File: src/rtl/clz_seq_ctrl.sv
// Purpose : 32-bit CLZ/CLO sequencer reusing one 16-bit leading-one encoder over two passes.
// Latency : 3 cycles from accept to done; 2 when CLZ_EARLY_EXIT_EN is defined and the upper half decides it.
// Backpres: busy high while computing; start is ignored while busy and must be held until busy drops.
//
// Optional feature macro: CLZ_EARLY_EXIT_EN (finish after the upper pass when it holds a set bit).
//
// Ports:
//   clk      system clock, rising edge
//   rst_n    asynchronous active-low reset
//   start    request, sampled in IDLE or DONE
//   op_clo   0 = CLZ, 1 = CLO, sampled with start
//   operand  32-bit source value, sampled with start
//   cancel   pipeline flush, aborts any in-flight operation (wins over start)
//   busy     high in HI and LO
//   done     one-cycle pulse in DONE
//   result   zero-extended count 0..32, held until the next completed operation

// Purpose : 16-bit leading-one encoder; rd[4] = any bit set, rd[3:0] = index of highest set bit.
// Latency : combinational.
// Backpres: none.
module clz16 (
    input  logic [15:0] din,
    output logic [4:0]  rd
);
    always_comb begin
        rd = 5'd0;
        // Ascending scan: the last hit is the highest set bit.
        for (int i = 0; i < 16; i++) begin
            if (din[i]) begin
                rd = {1'b1, i[3:0]};
            end
        end
    end
endmodule

module clz_seq_ctrl (
    input  logic        clk,
    input  logic        rst_n,
    input  logic        start,
    input  logic        op_clo,
    input  logic [31:0] operand,
    input  logic        cancel,
    output logic        busy,
    output logic        done,
    output logic [31:0] result
);
    localparam logic [1:0] S_IDLE = 2'd0;
    localparam logic [1:0] S_HI   = 2'd1;
    localparam logic [1:0] S_LO   = 2'd2;
    localparam logic [1:0] S_DONE = 2'd3;

    logic [1:0]  state;
    logic [31:0] opr;
    logic [4:0]  acc;
    logic [5:0]  res;

    logic [15:0] enc_in;
    logic [4:0]  enc_rd;
    logic [4:0]  slice_cnt;
    logic [5:0]  lo_sum;

    // Single encoder, fed only through this half-select mux.
    assign enc_in = (state == S_LO) ? opr[15:0] : opr[31:16];

    clz16 u_clz16 (
        .din (enc_in),
        .rd  (enc_rd)
    );

    // Count of leading zeros within the current 16-bit slice: 15 - index, or 16 if empty.
    assign slice_cnt = enc_rd[4] ? {1'b0, ~enc_rd[3:0]} : 5'd16;
    assign lo_sum    = 6'd16 + {1'b0, slice_cnt};

    always_ff @(posedge clk or negedge rst_n) begin
        if (!rst_n) begin
            state <= S_IDLE;
            opr   <= 32'd0;
            acc   <= 5'd0;
            res   <= 6'd0;
        end else if (cancel) begin
            // Flush: abandon the operation without touching result.
            state <= S_IDLE;
        end else begin
            case (state)
                S_IDLE: begin
                    if (start) begin
                        // CLO is CLZ of the inverted operand.
                        opr   <= op_clo ? ~operand : operand;
                        state <= S_HI;
                    end
                end
                S_HI: begin
`ifdef CLZ_EARLY_EXIT_EN
                    if (enc_rd[4]) begin
                        res   <= {1'b0, slice_cnt};
                        state <= S_DONE;
                    end else begin
                        acc   <= slice_cnt;
                        state <= S_LO;
                    end
`else
                    acc   <= slice_cnt;
                    state <= S_LO;
`endif
                end
                S_LO: begin
                    // Only an all-zero upper half lets the lower half contribute.
                    res   <= (acc == 5'd16) ? lo_sum : {1'b0, acc};
                    state <= S_DONE;
                end
                S_DONE: begin
                    if (start) begin
                        opr   <= op_clo ? ~operand : operand;
                        state <= S_HI;
                    end else begin
                        state <= S_IDLE;
                    end
                end
                default: state <= S_IDLE;
            endcase
        end
    end

    assign busy   = (state == S_HI) || (state == S_LO);
    assign done   = (state == S_DONE);
    assign result = {26'd0, res};

endmodule

File: config.mk
export PLATFORM = sky130hd
export DESIGN_NAME = clz_seq_ctrl
export DESIGN_NICKNAME = d
export VERILOG_FILES = /design/src/rtl/clz_seq_ctrl.sv
export SDC_FILE = /design/constraint.sdc
export NUM_CORES = 1
export LEC_CHECK = 0
export ABC_CLOCK_PERIOD_IN_PS = 2900
export CAP_MARGIN = 0
export CORE_AREA = 2 2 90 92
export DETAILED_ROUTE_END_ITERATION = 10
export DIE_AREA = 0 0 92 94
export PLACE_DENSITY = 0.61
export SKIP_CTS_REPAIR_TIMING = 1
export SLEW_MARGIN = 15
export SYNTH_ARGS = -nofsm -noshare
export SYNTH_HDL_FRONTEND = slang
export SYNTH_HIERARCHICAL = 1
export SYNTH_SLANG_ARGS = --single-unit
File: constraint.sdc
create_clock -name clk -period 2.9 [get_ports clk]
set_clock_uncertainty 0.1 [all_clocks]
set_input_delay 0.435 -clock clk [delete_from_list [all_inputs] [get_ports clk]]
set_output_delay 0.435 -clock clk [all_outputs]
set_load 0.005 [all_outputs]
==> impl_metrics.env, run 1 <==
export IMPL_status="complete, no violations"
export IMPL_initialDrtViolationCount=122
export IMPL_max_slew_margin_pct=34.5
export IMPL_cts_buffers=5
export IMPL_max_vdd_ir_drop_uv=213
export IMPL_power_frac_clock_pct=19.1
export IMPL_die_w_um=92
export IMPL_drive_above_1_share_pct=10.3
export IMPL_maxCapViolCount=0
export IMPL_dr_pass1_iters=4
export IMPL_antenna_found_initial=0
export IMPL_worst_path_max_fanout=10
export IMPL_clock_path_buffers=2
export IMPL_hp_class="in -> async"
export IMPL_crit_type="reg -> reg"
export IMPL_root_buffer="clkbuf_8"
export IMPL_drt_total_wl_um=5020
export IMPL_io_buffers=44
export IMPL_critPathArrivalTime_ns=2.85
export IMPL_power_share_switching_pct=33.7
export IMPL_avgSynthCellArea_um2=9.68
export IMPL_start_kind="register"
export IMPL_grt_max_degree=65
export IMPL_leakagePower_nw=1.24
export IMPL_internal_power_mw=1.48
export IMPL_gr_total_overflow=0
export IMPL_synthTopCellsByArea="dfrtp_1 43%, xnor2_1 11%, buf_4 9.4%, mux2_2 6.8%, a21oi_1 6.1%"
export IMPL_antenna_cells=0
export IMPL_cts_reportedPaths_clkPinSlew_ns=0.08
export IMPL_yosysUniqueCellTypes=33
export IMPL_via_per_inst=4.47
export IMPL_finalSetupViolCount=0
export IMPL_synthCells=272
export IMPL_wire_per_inst_um=12.2
export IMPL_row_count=32
export IMPL_p_sw_mw=0.752
export IMPL_htreeDepth=2
export IMPL_clock_latency_ns=0.30
export IMPL_cts_sinks=45
export IMPL_grt_pass1_wl_um=8230
export IMPL_end_kind="register"
export IMPL_synth_top_cell_by_area="dfrtp_1"
export IMPL_grt_pass1_vias=1721
export IMPL_final_antenna_net_count=0
export IMPL_grt_setup_unrepaired="no"
export IMPL_die_area_mm2=0.00865
export IMPL_fillCellCount=784
export IMPL_hpwl_um=3640
export IMPL_tightestPinTransition_ns=0.983
export IMPL_nNetsFinal=351
export IMPL_place_congestion=0.857
export IMPL_fp_dieH_um=94
export IMPL_fmax_mhz=365
export IMPL_coreArea_mm2=0.00761
export IMPL_period_minus_slack_ns=2.74
export IMPL_async_flop_share_pct=100
export IMPL_cp_data_required_time_ns=3.01
export IMPL_synth_warnings=6
export IMPL_pwr_density_cell_mw_per_mm2=714
export IMPL_combPwrFrac_pct=36.3
export IMPL_areaGrowthSynthToFinish_pct=18.7
export IMPL_period_share_pct=94.6
export IMPL_synth_edf_count=0
export IMPL_ys_ff_latch=45
export IMPL_seq_area_frac_synth_pct=42.8
export IMPL_place_ws_ns=0.0808
export IMPL_pwr_share_seq_pct=44.6
export IMPL_hold_violations=0
export IMPL_cts_tree="built"
export IMPL_grt_use_total_pct=12.0
export IMPL_setup_ws_ns=0.157
export IMPL_fin_tns_setup_ns=0
export IMPL_num_vias=1845
export IMPL_io_pins=71
export IMPL_synth_ff_type="dfrtp_1"
export IMPL_synth_top_area_share_pct=42.8
export IMPL_finalMaxSlewViolations=0
export IMPL_start_util_pct=34.6
export IMPL_drc=0
export IMPL_syn_cell_area_mm2=0.00263
[registers in the layout, summed over array words and instances, names as in the netlist]
signal and count:
opr 32, state 2, acc 5, res 6
[cells in the mapped netlist, types with 2 or more instances]
cell,count
xnor2_1,32
ha_1,4
nor4_1,4
inv_1,3
nor2_1,42
mux2_2,16
a21oi_1,32
o21ai_1,2
nand2b_1,9
o31ai_1,5
mux2i_1,5
buf_2,6
nand2_1,10
clkbuf_4,2
buf_4,33
dfrtp_1,45
o21ai_0,6
[power by group through the flow]
stage               Clock, mW  Combinational [mW]  Sequential [mW]
detailed placement          0               0.810             1.01
finish                  0.427               0.810            0.994
floorplan                   0               0.652            0.950
CTS                     0.438               0.815            0.999
global route            0.458               0.918             1.03
global placement            0               0.792             1.01
[area by class of cell]
cell class / count / area, um2 / share of cell area (%)
Clock buffer: 7 / 96.3 / 3.08
Clock inverter: 1 / 5.00 / 0.160
Inverter: 3 / 11.3 / 0.360
Multi-Input combinational cell: 208 / 1310 / 41.8
Sequential cell: 45 / 1130 / 36.0
Tap cell: 102 / 128 / 4.08
Timing Repair Buffer: 47 / 453 / 14.5
[cells by family after synthesis]
kind of cell               after synthesis  share of synthesized area, %
muxes                                   21                          8.74
DFF                                     45                          42.8
xor gates and xnor gates                32                          10.6
adders and majority gates                4                          1.90
buffers and inverters                   44                          11.5
other                                    1                         0.142
and+or+nand+nor                         73                          13.0
AOI/OAI and AO/OA                       52                          11.3
[per-stage QoR]
stage                     instances  power, mW  hold WS [ns]  utilization [%]  area (um2)
after floorplan                 297       1.60        0.0394                -        2730
after global placement          404       1.80         0.372             39.6        3010
after detailed placement        404       1.82         0.370             39.6        3010
after CTS                       412       2.25         0.232             41.0        3120
after global routing            413       2.40         0.284             41.1        3130
final                           413       2.23         0.196             41.1        3130
[critical path: stages, from the launching register on]
cell      delay, ns
dfrtp_1        0.44
inv_1          0.11
ha_2           0.32
buf_4          0.21
mux2_2         0.35
nor2_1         0.18
o311ai_0       0.17
a311o_1        0.37
nand2b_1       0.17
o31ai_1        0.23
[cells in the final DEF, fill, tap and decap left out]
cell type / n
dfrtp_1: 45
nor2_1: 42
clkdlybuf4s50_1: 42
xnor2_1: 32
a21oi_1: 32
conb_1: 26
mux2_2: 16
nand2_1: 10
nand2b_1: 9
clkbuf_8: 7
o21ai_0: 6
mux2i_1: 5
o31ai_1: 5
nor4_1: 4
inv_1: 3
ha_1: 3
buf_4: 3
o21ai_1: 2
buf_2: 2
nor3b_4: 1
a21o_1: 1
nor3b_1: 1
a221oi_1: 1
or4_1: 1
nor2b_1: 1
ha_2: 1
clkinv_2: 1
o311ai_0: 1
a311o_1: 1
and2b_2: 1
a221o_1: 1
nor3_1: 1
or3b_1: 1
a311oi_1: 1
a31oi_1: 1
nand4b_1: 1
[path summary, 6_finish.rpt]
path | start | cells after the start | slack, ns | to
setup / recovery | state[0] | 9 | 0.16 | res[1]
hold / removal | rst_n | 1 | 0.20 | state[1]
setup reg to reg | state[0] | 9 | 0.16 | res[1]
hold reg to reg | res[5] | 2 | 0.38 | res[5]
max in group asynchronous | rst_n | 1 | 1.90 | opr[16]
min in group clk | res[5] | 2 | 0.38 | res[5]
[metal layers]
metal / vias to the layer above / wire length (um) / GRT usage, %
li1: 935 / - / -
met1: 849 / 2340 / 16.6
met2: 54 / 2340 / 18.4
met3: 7 / 271 / 3.05
met4: 0 / 65 / 4.10
met5: - / 0 / 0
Power figures use the tool's default switching activity.
==> inputs of run 2 (changes only) <==
- PLACE_DENSITY: 0.61 -> default
==> impl_metrics.env, run 2 (synthesized netlist as in run 1, its figures left out) <==
export IMPL_grt_setup_unrepaired="no"
export IMPL_crit_type="reg -> reg"
export IMPL_hp_class="in -> async"
export IMPL_die_w_um=92
export IMPL_period_minus_slack_ns=2.67
export IMPL_final_antenna_net_count=0
export IMPL_io_buffers=44
export IMPL_drt_total_wl_um=4850
export IMPL_cts_tree="built"
export IMPL_nNetsFinal=350
export IMPL_fp_dieH_um=94
export IMPL_leakagePower_nw=1.23
export IMPL_cts_sinks=45
export IMPL_tightestPinTransition_ns=0.970
export IMPL_place_inst=404
export IMPL_totalPowerFinal_mw=2.20
export IMPL_maxCapViolCount=0
export IMPL_io_pins=71
export IMPL_cp_startpoint="state[0]"
export IMPL_largest_register="opr"
export IMPL_critPathTopFamily="simple AND/OR/NAND/NOR gates"
export IMPL_gr_total_overflow=0
export IMPL_layout_common_cells="45 x dfrtp_1, 42 x nor2_1, 42 x clkdlybuf4s50_1"
export IMPL_start_util_pct=34.6
export IMPL_worst_path_max_fanout=17
export IMPL_hold_violations=0
export IMPL_finalMaxSlewViolations=0
export IMPL_regToRegSetupSlack_ns=0.23
export IMPL_antenna_found_initial=0
export IMPL_start_kind="register"
export IMPL_crit_buf_inv=2
export IMPL_areaGrowthSynthToFinish_pct=18.6
export IMPL_antenna_cells=0
export IMPL_cp_num_cells=9
export IMPL_fin_tns_setup_ns=0
export IMPL_finalSetupViolCount=0
export IMPL_clock_latency_ns=0.30
export IMPL_status="complete, no violations"
export IMPL_stdcell_count=412
export IMPL_root_buffer="clkbuf_8"
export IMPL_drc=0
export IMPL_cts_reportedPaths_clkPinSlew_ns=0.08
export IMPL_layout_commonest_cell="dfrtp_1"
export IMPL_coreArea_mm2=0.00761
export IMPL_die_area_mm2=0.00865
export IMPL_row_count=32
export IMPL_largest_registers="opr: 32 flops, res: 6 flops, acc: 5 flops"
export IMPL_r2r_cells=9
export IMPL_max_slew_margin_pct=35.3
export IMPL_via_per_inst=4.52
export IMPL_period_share_pct=91.9
export IMPL_grt_pass1_wl_um=8230
export IMPL_drive_above_1_share_pct=9.68
export IMPL_end_kind="register"
export IMPL_critPathArrivalTime_ns=2.73
export IMPL_place_congestion=0.847
export IMPL_max_stage_delay_ns=0.44
export IMPL_crit_end="res[0]"
export IMPL_clock_path_buffers=2
export IMPL_cts_buffers=5
export IMPL_grt_max_degree=65
export IMPL_crit_slowest_cell="dfrtp_1"
export IMPL_grt_pass1_vias=1811
export IMPL_wire_per_inst_um=11.8
export IMPL_initialDrtViolationCount=71
export IMPL_pwr_density_cell_mw_per_mm2=705
export IMPL_largest_reg_flops=32
export IMPL_dr_pass1_iters=4
export IMPL_rr_startpoint="state[0]"
export IMPL_cp_data_required_time_ns=2.97
export IMPL_grt_use_total_pct=12.0
export IMPL_crit_chain="inv_1, ha_1, buf_12, mux2_2, nor4_2, nand2_1, nand4b_1, nand2b_1, o31ai_1"
export IMPL_fmax_mhz=375
export IMPL_hpwl_um=3630
export IMPL_max_vdd_ir_drop_uv=246
export IMPL_r2r_end="res[0]"
export IMPL_htreeDepth=2
export IMPL_num_vias=1861
[run 2: cell count changes in the layout (fill, tap and decap cells not counted), sizes merged]
cell | previous run | this run
buf | 5 | 4
clkinv | 1 | 0
clkinvlp | 0 | 1
[run 2: layer usage]
layer	global-route usage, %	wire length (um)	part of all wire [%]
met5	0	0	0
met4	5.22	105	2.2
met3	2.65	242	5.0
met2	19.6	2230	46
met1	15.3	2270	47
[run 2: per-stage QoR]
| step | setup WS (ns) | cell area [um2] | hold slack, ns | utilization [%] |
|---|---|---|---|---|
| 2_1_floorplan | 0.333 | 2730 | 0.0394 | - |
| 3_5_place_dp | 0.179 | 3030 | 0.376 | 39.8 |
| 3_3_place_gp | 0.301 | 3030 | 0.368 | 39.8 |
| 4_1_cts | 0.155 | 3110 | 0.225 | 40.9 |
| 6_report | 0.235 | 3120 | 0.185 | 41.1 |
| 5_1_grt | 0.0450 | 3120 | 0.274 | 41.1 |
[run 2: worst reg2reg max path, stage by stage, from the launching register on]
cell and delay (ns):
dfrtp_1 0.44, inv_1 0.10, ha_1 0.20, buf_12 0.16, mux2_2 0.38, nor4_2 0.35
nand2_1 0.12, nand4b_1 0.37, nand2b_1 0.22, o31ai_1 0.09
[run 2: where the power goes]
part / switching, mW / internal, mW
clock network: 0.209 / 0.171
registers: 0.145 / 0.851
logic: 0.405 / 0.420
[run 2: worst min path at each step]
| stage | to | cells after the start |
|---|---|---|
| 3_3_place_gp | res[5] | 2 |
| 4_1_cts | opr[5] | 1 |
| 2_1_floorplan | acc[0] | 0 |
| 3_5_place_dp | res[5] | 2 |
| 6_report | opr[5] | 1 |
| 5_1_grt | opr[5] | 1 |
[run 2: layout make-up]
| class | instances | area, um2 |
|---|---|---|
| repair buffers | 46 | 458 |
| fillers | 790 | 4480 |
| clock buffers | 7 | 76.3 |
| multi-input cells | 208 | 1320 |
| inverters | 3 | 11.3 |
| clock inverters | 1 | 7.51 |
| flip-flops and latches | 45 | 1130 |
| well taps | 102 | 128 |
==> inputs of run 3 (changes only) <==
- CORE_AREA: 2 2 90 92 -> 2 2 77 108
- DIE_AREA: 0 0 92 94 -> 0 0 79 110
==> impl_metrics.env, run 3 (synthesized netlist as in run 1, its figures left out) <==
export IMPL_status="complete, no violations"
export IMPL_tightestPinTransition_ns=0.994
export IMPL_grt_setup_unrepaired="no"
export IMPL_holdWs_ns=0.198
export IMPL_io_buffers=44
export IMPL_die_w_um=79
export IMPL_via_per_inst=4.42
export IMPL_start_util_pct=34.2
export IMPL_layout_common_cells="45 x dfrtp_1, 42 x nor2_1, 42 x clkdlybuf4s50_1"
export IMPL_clock_path_buffers=2
export IMPL_crit_slowest_cell="dfrtp_1"
export IMPL_place_inst=402
export IMPL_drt_total_wl_um=4760
export IMPL_grt_max_degree=65
export IMPL_num_vias=1817
export IMPL_start_kind="register"
export IMPL_io_pins=71
export IMPL_end_kind="register"
export IMPL_crit_chain="inv_1, ha_2, buf_4, mux2_2, nor2_1, o311ai_0, a311o_1, nand2b_1, o31ai_1"
export IMPL_areaGrowthSynthToFinish_pct=18.0
export IMPL_period_minus_slack_ns=2.64
export IMPL_wire_per_inst_um=11.6
export IMPL_hpwl_um=3620
export IMPL_period_share_pct=90.9
export IMPL_crit_type="reg -> reg"
export IMPL_cts_tree="built"
export IMPL_dr_pass1_iters=4
export IMPL_hold_violations=0
export IMPL_root_buffer="clkbuf_8"
export IMPL_cts_buffers=5
export IMPL_cts_sinks=45
export IMPL_initialDrtViolationCount=73
export IMPL_totalPowerFinal_mw=2.16
export IMPL_grt_pass1_wl_um=8380
export IMPL_critPathTopFamily="compound AO/OA/AOI/OAI gates"
export IMPL_fp_dieH_um=110
export IMPL_grt_pass1_vias=1810
export IMPL_antenna_cells=0
export IMPL_max_vdd_ir_drop_uv=245
export IMPL_drc=0
export IMPL_cp_data_required_time_ns=3.00
export IMPL_antenna_found_initial=0
export IMPL_row_count=38
export IMPL_critPathArrivalTime_ns=2.74
export IMPL_maxCapViolCount=0
export IMPL_place_congestion=0.748
export IMPL_setup_ws_ns=0.263
export IMPL_final_antenna_net_count=0
export IMPL_grt_use_total_pct=12.2
export IMPL_largest_reg_flops=32
export IMPL_coreArea_mm2=0.00770
export IMPL_largest_registers="opr: 32 flops, res: 6 flops, acc: 5 flops"
export IMPL_max_stage_delay_ns=0.44
export IMPL_nNetsFinal=351
export IMPL_finalSetupViolCount=0
export IMPL_leakagePower_nw=1.23
export IMPL_fmax_mhz=379
export IMPL_hp_class="in -> async"
export IMPL_worst_path_max_fanout=10
export IMPL_fin_tns_setup_ns=0
export IMPL_htreeDepth=2
export IMPL_stdcell_count=411
export IMPL_drive_above_1_share_pct=9.65
export IMPL_gr_total_overflow=0
export IMPL_pwr_density_cell_mw_per_mm2=695
export IMPL_cts_reportedPaths_clkPinSlew_ns=0.08
export IMPL_clock_latency_ns=0.30
export IMPL_layout_commonest_cell="dfrtp_1"
export IMPL_crit_buf_inv=2
export IMPL_place_ws_ns=0.0634
export IMPL_largest_register="opr"
export IMPL_max_slew_margin_pct=33.7
export IMPL_die_area_mm2=0.00869
export IMPL_finalMaxSlewViolations=0
run 3: cell types whose count changed in the layout (fill, tap and decap cells not counted), sizes merged:
cell / delta
buf: +1
clkbuf: +1
clkinvlp: -1
run 3: worst paths after layout:
path	start	endpoint	slack (ns)	cells after the start
worst min register to register	res[5]	res[5]	0.38	2
worst max-delay path	state[0]	res[1]	0.26	9
max in group asynchronous	rst_n	res[5]	1.88	1
min in group clk	res[5]	res[5]	0.38	2
worst max register to register	state[0]	res[1]	0.26	9
worst min-delay path	rst_n	state[1]	0.20	1
run 3: stage by stage:
| step | util [%] | cell area [um2] |
|---|---|---|
| 6_report | 40.4 | 3110 |
| 5_1_grt | 40.4 | 3110 |
| 4_1_cts | 40.1 | 3090 |
| 3_5_place_dp | 39.1 | 3010 |
| 3_3_place_gp | 39.1 | 3010 |
| 2_1_floorplan | - | 2730 |
run 3: worst reg2reg max path: cells and delay by family, from the launching register on:
kind / cells / cell delay [ns]
AO/OA/AOI/OAI: 3 / 0.72
adder cells (fa/ha/maj): 1 / 0.31
buffers and inverters: 2 / 0.32
flip-flops: 1 / 0.44
multiplexers: 1 / 0.35
AND/OR/NAND/NOR: 2 / 0.31
run 3: area by class of cell:
type                    instances  area [um2]
inverters                       3        11.3
multi-input cells             208        1310
fillers                       809        4590
flip-flops and latches         45        1130
well taps                     100         125
clock buffers                   8        80.1
repair buffers                 47         453
run 3: routing by layer:
metal  vias to the layer above  share of wire, %  wire length (um)  global-route usage [%]
met2                        47                52              2470                    22.1
met5                         -                 0                 0                       0
met1                       822                42              2000                    14.2
met3                         6               4.5               213                    2.77
met4                         0               1.5                72                    4.06
li1                        942                 -                 -                       -
run 3: power by group:
group	switching [mW]	internal (mW)
Sequential	0.137	0.850
Combinational	0.389	0.413
Clock	0.199	0.171
Total	0.725	1.43
